### src/rtl/vx_commit_arb_pkg.sv
// Shared types and constants for the commit arbiter: packet layout and
// execute-unit indices.
package vx_commit_arb_pkg;

  localparam int NUM_EX      = 4;
  localparam int NUM_THREADS = 4;
  localparam int XLEN        = 32;
  localparam int NR_BITS     = 6;
  localparam int WIS_BITS    = 2;
  localparam int UUID_WIDTH  = 44;
  localparam int CTR_BITS    = 64;

  localparam int EX_ALU = 0;
  localparam int EX_LSU = 1;
  localparam int EX_FPU = 2;
  localparam int EX_SFU = 3;

  typedef struct packed {
    logic [UUID_WIDTH-1:0]       uuid;
    logic [WIS_BITS-1:0]         wis;
    logic [NUM_THREADS-1:0]      tmask;
    logic [NR_BITS-1:0]          rd;
    logic [NUM_THREADS*XLEN-1:0] data;
    logic                        eop;
  } commit_pkt_t;

  typedef commit_pkt_t wb_pkt_t;

endpackage

### src/rtl/vx_rr_arbiter.sv
// Round-robin arbiter: one-hot grant starting at a rotating pointer that
// moves past the winner whenever a grant is issued.
module vx_rr_arbiter #(
  parameter int N = 4
) (
  input  logic         clk,
  input  logic         reset,
  input  logic [N-1:0] req,
  output logic [N-1:0] grant
);

  localparam int PW = (N > 1) ? $clog2(N) : 1;

  logic [PW-1:0] ptr;
  logic [PW-1:0] ptr_next;
  logic [PW-1:0] idx;
  logic          found;

  always_comb begin
    grant    = '0;
    ptr_next = ptr;
    idx      = '0;
    found    = 1'b0;
    for (int k = 0; k < N; k++) begin
      idx = PW'((int'(ptr) + k) % N);
      if (!found && req[idx]) begin
        found      = 1'b1;
        grant[idx] = 1'b1;
        ptr_next   = PW'((int'(idx) + 1) % N);
      end
    end
  end

  always_ff @(posedge clk or negedge reset) begin
    if (!reset) ptr <= '0;
    else        ptr <= ptr_next;
  end

endmodule

### src/rtl/vx_commit_arb.sv
// Writeback transmitter for one issue slot: arbitrates writing commits onto a
// registered writeback port, retires non-writing commits at once, counts retires.
module vx_commit_arb #(
  parameter int NUM_EX      = vx_commit_arb_pkg::NUM_EX,
  parameter int NUM_THREADS = vx_commit_arb_pkg::NUM_THREADS,
  parameter int XLEN        = vx_commit_arb_pkg::XLEN,
  parameter int NR_BITS     = vx_commit_arb_pkg::NR_BITS,
  parameter int WIS_BITS    = vx_commit_arb_pkg::WIS_BITS,
  parameter int UUID_WIDTH  = vx_commit_arb_pkg::UUID_WIDTH,
  parameter int CTR_BITS    = vx_commit_arb_pkg::CTR_BITS
) (
  input  logic                               clk,
  input  logic                               reset,
  input  logic [NUM_EX-1:0]                  commit_valid,
  output logic [NUM_EX-1:0]                  commit_ready,
  input  logic [NUM_EX-1:0]                  commit_wb,
  input  logic [NUM_EX-1:0]                  commit_eop,
  input  logic [NUM_EX*UUID_WIDTH-1:0]       commit_uuid,
  input  logic [NUM_EX*WIS_BITS-1:0]         commit_wis,
  input  logic [NUM_EX*NUM_THREADS-1:0]      commit_tmask,
  input  logic [NUM_EX*NR_BITS-1:0]          commit_rd,
  input  logic [NUM_EX*NUM_THREADS*XLEN-1:0] commit_data,
  output logic                               wb_valid,
  output logic [UUID_WIDTH-1:0]              wb_uuid,
  output logic [WIS_BITS-1:0]                wb_wis,
  output logic [NUM_THREADS-1:0]             wb_tmask,
  output logic [NR_BITS-1:0]                 wb_rd,
  output logic [NUM_THREADS*XLEN-1:0]        wb_data,
  output logic                               wb_eop,
  output logic [CTR_BITS-1:0]                retired_count
);

  import vx_commit_arb_pkg::*;

  localparam int DW = NUM_THREADS * XLEN;
  localparam int IW = $clog2(NUM_EX + 1);

  logic [NUM_EX-1:0]   req;
  logic [NUM_EX-1:0]   grant;
  logic [NUM_EX-1:0]   no_wb;
  logic [NUM_EX-1:0]   fire_eop;
  logic [IW-1:0]       retire_inc;
  commit_pkt_t         sel_pkt;
  wb_pkt_t             wb_q;
  logic                wb_valid_q;
  logic [CTR_BITS-1:0] retired_q;

  // Everything is gated by reset so nothing is accepted while it is held.
  assign req          = commit_valid & commit_wb & {NUM_EX{reset}};
  assign no_wb        = commit_valid & ~commit_wb;
  assign commit_ready = reset ? (grant | no_wb) : '0;
  assign fire_eop     = commit_valid & commit_ready & commit_eop;

  vx_rr_arbiter #(.N(NUM_EX)) arb (
    .clk   (clk),
    .reset (reset),
    .req   (req),
    .grant (grant)
  );

  always_comb begin
    sel_pkt    = '0;
    retire_inc = '0;
    for (int i = 0; i < NUM_EX; i++) begin
      if (grant[i]) begin
        sel_pkt.uuid  = commit_uuid[i*UUID_WIDTH +: UUID_WIDTH];
        sel_pkt.wis   = commit_wis[i*WIS_BITS +: WIS_BITS];
        sel_pkt.tmask = commit_tmask[i*NUM_THREADS +: NUM_THREADS];
        sel_pkt.rd    = commit_rd[i*NR_BITS +: NR_BITS];
        sel_pkt.data  = commit_data[i*DW +: DW];
        sel_pkt.eop   = commit_eop[i];
      end
      retire_inc = retire_inc + IW'(fire_eop[i]);
    end
  end

  // Fields only reload on a grant; they are stale while wb_valid is low.
  always_ff @(posedge clk or negedge reset) begin
    if (!reset) begin
      wb_valid_q <= 1'b0;
      wb_q       <= '0;
      retired_q  <= '0;
    end else begin
      wb_valid_q <= |grant;
      if (|grant) wb_q <= sel_pkt;
      retired_q  <= retired_q + CTR_BITS'(retire_inc);
    end
  end

  assign wb_valid      = wb_valid_q;
  assign wb_uuid       = wb_q.uuid;
  assign wb_wis        = wb_q.wis;
  assign wb_tmask      = wb_q.tmask;
  assign wb_rd         = wb_q.rd;
  assign wb_data       = wb_q.data;
  assign wb_eop        = wb_q.eop;
  assign retired_count = retired_q;

endmodule

### config.mk
export PLATFORM = sky130hd
export DESIGN_NAME = vx_commit_arb
export DESIGN_NICKNAME = d
export VERILOG_FILES = /design/src/rtl/vx_commit_arb_pkg.sv /design/src/rtl/vx_rr_arbiter.sv /design/src/rtl/vx_commit_arb.sv
export SDC_FILE = /design/constraint.sdc
export NUM_CORES = 1
export LEC_CHECK = 0
export BUFFER_PORTS_ARGS = -buffer_cell sky130_fd_sc_hd__buf_4
export CORE_AREA = 2 2 395 397
export DETAILED_ROUTE_END_ITERATION = 8
export DIE_AREA = 0 0 397 399
export PLACE_DENSITY = 0.39
export SETUP_SLACK_MARGIN = 0.5
export SYNTH_ARGS = -nofsm -noshare
export SYNTH_HDL_FRONTEND = slang
export SYNTH_SLANG_ARGS = --single-unit
### constraint.sdc
create_clock -name clk -period 8.4 [get_ports clk]
set_input_delay 2.52 -clock clk [delete_from_list [all_inputs] [get_ports clk]]
set_output_delay 2.52 -clock clk [all_outputs]
set_load 0.02 [all_outputs]
* Word-level counts from Yosys, hierarchy flattened *
Cells that the tools add are included.

cells by class
  add/subtract/negate cells = 10
  magnitude comparators = 8
  muxes and demuxes = 32
  bitwise logic cells = 10
  reductions and logical operators = 12

operators with widths
  operator                                                     number
  2-to-1 mux 185 bit                                           4
  adder 64 x 3 -> 64 bit                                       1
  AND 4 bit                                                    5
  2-to-1 mux 4 bit                                             5
  OR 4 bit                                                     4
  less-than comparator 2 x 3 -> 1 bit (second input constant)  4
  2-to-1 mux 1 bit                                             11
  adder 2 x 1 -> 2 bit (second input constant)                 4
  binary-select mux 1 bit (select 2 bit)                       4
  demux 1 bit (select 2 bit)                                   4
  >= comparator 2 x 1 -> 1 bit (second input constant)         4
  2-to-1 mux 2 bit                                             4
  logical AND 1 bit                                            7
  adder 2 bit (second input constant)                          2
  inverter 4 bit                                               1
  nonzero test 4 bit                                           1
  OR reduction 4 bit                                           1
  adder 2 x 1 -> 3 bit                                         1
  adder 3 x 1 -> 3 bit                                         1
  zero test 1 bit                                              3
  adder 1 x 1 -> 2 bit                                         1

word-level totals
  register bits = 252
  word-level logic and storage cells = 81

* Longest topological paths before layout *
  word-level depth = 22
  mapped depth = 25
  mapped depth without buffers = 20

* Hierarchy *
A second synthesis with hierarchy kept.

unflattened totals
  cells, all modules = 1393
  area, all modules = 13290.2 µm²

by module, submodules not included
  module         instances  cells an instance  area each (µm²)  sequential area each (µm²)
  vx_commit_arb  1          1351               12858.6          6256.0
  vx_rr_arbiter  1          42                 431.7            50.0

* Worst setup path after synthesis *
Ideal clock, no wire load.

  path kind = input port to flip-flop
  from = input port commit_wb[0]
  to = register retired_q[48] (netlist: retired_count[48])
  arrival = 7.268 ns
  slack = 1.052 ns
  stages on the path = 21
  path buffers = 4
  path through = and3b_1 o211ai_1 nand2_1 a221oi_1 and2_1 buf_2 clkbuf_1 clkbuf_1 nand2_1 nand4_1 fa_1 inv_1 fa_1 fa_1 and4_1 nand3_1 nor4_1 and2_0 clkbuf_1 and3_1 xor2_1

on the way
  word-level cells in the longest chain between the ends = 22

ends and longest elaborated chain
  what                                    RTL line             source
  from (decl)                             vx_commit_arb.sv:16  input logic [NUM_EX-1:0] commit_wb,
  AND 4 bit (2 in series)                 vx_commit_arb.sv:49  assign req = commit_valid & commit_wb & {NUM_EX{reset}};
  binary-select mux 1 bit (select 2 bit)  vx_rr_arbiter.sv:26  if (!found && req[idx]) begin
  2-to-1 mux 1 bit (implied by the code)  vx_rr_arbiter.sv:26
  2-to-1 mux 1 bit                        vx_rr_arbiter.sv:26
  zero test 1 bit                         vx_rr_arbiter.sv:26
  logical AND 1 bit                       vx_rr_arbiter.sv:26
  2-to-1 mux 1 bit                        vx_rr_arbiter.sv:26
  zero test 1 bit                         vx_rr_arbiter.sv:26
  [4 not listed]                          -
  2-to-1 mux 4 bit                        vx_rr_arbiter.sv:26
  OR 4 bit (*)                            vx_commit_arb.sv:51  assign commit_ready = reset ? (grant | no_wb) : '0;
  2-to-1 mux 4 bit (*)                    vx_commit_arb.sv:51
  AND 4 bit (*) (2 in series)             vx_commit_arb.sv:52  assign fire_eop = commit_valid & commit_ready & commit_eop;
  adder 1 x 1 -> 2 bit                    vx_commit_arb.sv:73  retire_inc = retire_inc + IW'(fire_eop[i]);
  adder 2 x 1 -> 3 bit                    vx_commit_arb.sv:73
  adder 3 x 1 -> 3 bit (*)                vx_commit_arb.sv:73
  adder 64 x 3 -> 64 bit (*)              vx_commit_arb.sv:86  retired_q <= retired_q + CTR_BITS'(retire_inc);
  to (signal assigned)                    vx_commit_arb.sv:86
  to (decl)                               vx_commit_arb.sv:46  logic [CTR_BITS-1:0] retired_q;

Every way passes the cells marked *; elsewhere a longest branch is shown, timed or not. The select of a mux whose other input is x is not followed.
A chain may end at the register's enable or synchronous reset.

* Worst setup path in the final report *
  from = input port reset
  to = output port commit_ready[0]

on the way
  word-level cells in the longest chain between the ends = 15

ends and longest elaborated chain
  what                                    RTL line             source
  from (decl)                             vx_commit_arb.sv:13  input logic reset,
  AND 4 bit                               vx_commit_arb.sv:49
  binary-select mux 1 bit (select 2 bit)  vx_rr_arbiter.sv:26
  2-to-1 mux 1 bit (implied by the code)  vx_rr_arbiter.sv:26
  2-to-1 mux 1 bit                        vx_rr_arbiter.sv:26
  zero test 1 bit                         vx_rr_arbiter.sv:26
  logical AND 1 bit                       vx_rr_arbiter.sv:26
  2-to-1 mux 1 bit                        vx_rr_arbiter.sv:26
  zero test 1 bit                         vx_rr_arbiter.sv:26
  logical AND 1 bit                       vx_rr_arbiter.sv:26
  2-to-1 mux 1 bit                        vx_rr_arbiter.sv:26
  zero test 1 bit                         vx_rr_arbiter.sv:26
  logical AND 1 bit                       vx_rr_arbiter.sv:26
  2-to-1 mux 4 bit                        vx_rr_arbiter.sv:26
  OR 4 bit                                vx_commit_arb.sv:51
  2-to-1 mux 4 bit (*)                    vx_commit_arb.sv:51
  to (decl)                               vx_commit_arb.sv:15  output logic [NUM_EX-1:0] commit_ready,

Marked as above.

==> summary.md <==
| Metric | Value |
|---|---|
| Status | completed |
| FMAX | 131 MHz |
| Setup Buffers After CTS | 0 |
| Sequential area share after synthesis | 0.378 |
| Worst slew margin | 0.253 |
| Top-area cell type share of the netlist area | 0.378 |
| Share of cells above drive strength 1 | 0.479 |
| First-pass GRT wire length | approximately 170 mm |
| Fin crit share | 0.907 |
| Setup WS pre-CTS | roughly 0.54 ns |
| Net Count, Synth | ~2400 |
| RSZ-0062 raised after global routing | no |
| DIE AREA | around 160000 µm² |
| Power, Total | between 0.01 and 0.015 W |
| Commonest non-fill, non-tap cells in the layout | 1031 x buf_4, 252 x dfrtp_1, 202 x nor2_1 |
| Setup CP Type | input port to output port |
| Hold_ws | 0.484 ns |
| Antenna viol nets, final | 0 |
| Aggregate routed wire length | ~120 mm |
| All-Layer GR Usage | 0.149 |
| Final Hold Fails | 0 |
| Setup Skew | approximately 0.032 ns |
| Cells after Synth | roughly 1700 |
| Mean routed wirelength per cell | 26.8 µm |
| Die height | 399 µm |
| Clock Path Buffers | 3 |
| Peak VDD IR | around 0.43 mV |
| Clock Tree Root | clkbuf_16 |
| Post-route DRC | 0 |
| Drt initial violations | between 1000 and 1500 |
| Vias in the first global route | 19540 |
| Worst slew pin tran | between 1 and 1.5 ns |
| Ports | between 1000 and 1500 |
| Nets@finish | approximately 3300 |
| Largest cells by area after synthesis | dfrtp_1 38%, a221oi_1 9.8%, a41oi_1 9.7%, a21boi_0 8.5%, o31ai_2 6.8% |
| Htree depth | 2 |
| Final worst slack | approximately 0.8 ns |
| Post-route minimum period | roughly 7.6 ns |
| Largest net degree at the start of global routing | between 150 and 200 |
| Num CTS Buffers | 38 |
| TritonCTS clock tree | yes |
| Crit. End Element | output port |
| CP Max Fanout | 34 |
| Number of synthesized flops with an enable pin | 0 |
| Yosys warnings | 0 |
| Post-CTS Resized | 0 |
| Die width | 397 µm |
| Type of origin of the critical path | input port |
| Final HPWL DP | 95.8 mm |
| GP Congestion | between 0.8 and 0.9 |
| Sink Count | 252 |
| CORE AREA | ~150000 µm² |
| Worst EP required | ~5.9 ns |
| Leak | between 10 and 15 nW |
| Clock latency on the worst-skew pair | around 0.6 ns |
| # setup viols final | 0 |
| Synth Register Bits | 252 |
| Initial DRT Pass Iterations | 7 |
| Synth-to-layout area growth | 65.3% |
| Via count | between 15000 and 20000 |
| Setup TNS | 0 ns |
| Avg Cell Area, Syn | 9.99 µm² |
| Port buffer count | around 1000 |
| Setup slack, reg-to-reg | 1.95 ns |
| Synth area leader | dfrtp_1 |
| Asr flop ratio synth | 1.00 |
| Hold_buf cts | 0 |
| Pwr/cell area | approximately 400 nW/µm² |
| Arr. time, crit path | roughly 5.1 ns |
| DR vias/cell | 4.13 |
| Initial antenna violation count | 26 |
| Grt ovf | 0 |
| Main flop type after synthesis | dfrtp_1 |
| Cell variety after synth | 60 |
| Synthesized area | ~17000 µm² |
| Max_cap viols | 0 |
| Initial Util | 0.108 |
| Worst hold path class | flip-flop to flip-flop |
| Most common cell after layout, fill and taps aside | buf_4 |
| Max-slew violations | 0 |
| CTS clk-pin slew, worst paths | approximately 0.050 ns |
| FP Rows | about 140 |
sequential cells by signal (all words and copies together) (netlist names):
| name | count |
|---|---|
| wb_uuid | 44 |
| wb_data | 128 |
| retired_count | 64 |
| wb_wis | 2 |
| wb_valid | 1 |
| wb_tmask | 4 |
| wb_rd | 6 |
| wb_eop | 1 |
| arb.ptr | 2 |
cell usage after synthesis (2+ instances only):
| cell | count |
|---|---|
| dfrtp_1 | 252 |
| nor2_1 | 202 |
| a21boi_0 | 189 |
| a221oi_1 | 186 |
| a41oi_1 | 185 |
| clkbuf_1 | 156 |
| o31ai_2 | 90 |
| o31ai_1 | 78 |
| xnor2_1 | 44 |
| nand2_1 | 38 |
| nand3_1 | 34 |
| buf_2 | 26 |
| o31ai_4 | 20 |
| xor2_1 | 19 |
| buf_6 | 18 |
| and3_1 | 14 |
| nand4_1 | 12 |
| and4_1 | 10 |
| and2_1 | 8 |
| ha_1 | 8 |
| inv_1 | 8 |
| buf_1 | 7 |
| o21ai_0 | 6 |
| nor4_1 | 5 |
| a21oi_1 | 4 |
| nand3b_1 | 4 |
| nor3_1 | 4 |
| fa_1 | 3 |
| o22ai_1 | 3 |
| and3b_1 | 2 |
| buf_4 | 2 |
| o211ai_1 | 2 |
| o2bb2ai_1 | 2 |
| or2_2 | 2 |
report_power, final:
| part | leakage [nW] | total (W) | switching [W] | internal [W] |
|---|---|---|---|---|
| sequential | 3.31 | 0.00193 | 0.000283 | 0.00165 |
| combinational | 7.76 | 0.00757 | 0.00504 | 0.00253 |
| clock | 0.632 | 0.00171 | 0.000696 | 0.00102 |
cell families after synthesis:
family / count (synthesis) / synth area share
compound gates: 779 / 0.423
fa+ha+maj: 11 / 0.00961
flops: 252 / 0.378
xor+xnor: 63 / 0.0331
buf+inv: 217 / 0.0594
simple gates: 347 / 0.0967
path summary, 6_finish.rpt:
path / start / endpoint / depth (start not counted)
setup reg to reg: arb.ptr[0] / retired_count[48] / 20
max in group asynchronous: reset / wb_data[54] / 5
min in group asynchronous: reset / wb_uuid[37] / 1
setup / recovery: reset / commit_ready[0] / 9
hold / removal: retired_count[63] / retired_count[63] / 1
hold reg to reg: retired_count[63] / retired_count[63] / 1
metal layers:
| layer | GRT usage | vias up | routed length, µm |
|---|---|---|---|
| li1 | - | 8508 | - |
| met1 | 0.183 | 9639 | 50800 |
| met2 | 0.252 | 766 | 60400 |
| met3 | 0.0407 | 139 | 8950 |
| met4 | 0.0453 | 28 | 3690 |
| met5 | 0 | - | 167 |
worst max-delay path: stages:
cell	delay, ns
buf_8	0.16
and4b_1	0.24
o21ai_1	0.17
nand2_1	0.18
a221oi_1	0.59
and2_4	0.25
buf_4	0.51
o21ai_0	0.21
buf_4	0.24
area by class of cell:
cell class | instances | area, µm²
Multi-Input combinational cell | 1200 | 9440
Clock buffer | 54 | 1110
Antenna cell | 6 | 15.0
Inverter | 8 | 30.0
Clock inverter | 13 | 171
Sequential cell | 252 | 6310
Timing Repair Buffer | 1041 | 7940
Tap cell | 2044 | 2560
Fill cell | 17288 | 126000
per-stage QoR:
| step | utilization | std cells | instance area [µm²] |
|---|---|---|---|
| after detailed placement | 0.171 | 4545 | 26300 |
| final | 0.179 | 4618 | 27600 |
| after CTS | 0.179 | 4612 | 27600 |
| after global routing | 0.179 | 4615 | 27600 |
| after global placement | 0.171 | 4545 | 26300 |
| after floorplan | - | 1669 | 16700 |
No activity file was read; power rests on OpenSTA's default activity.
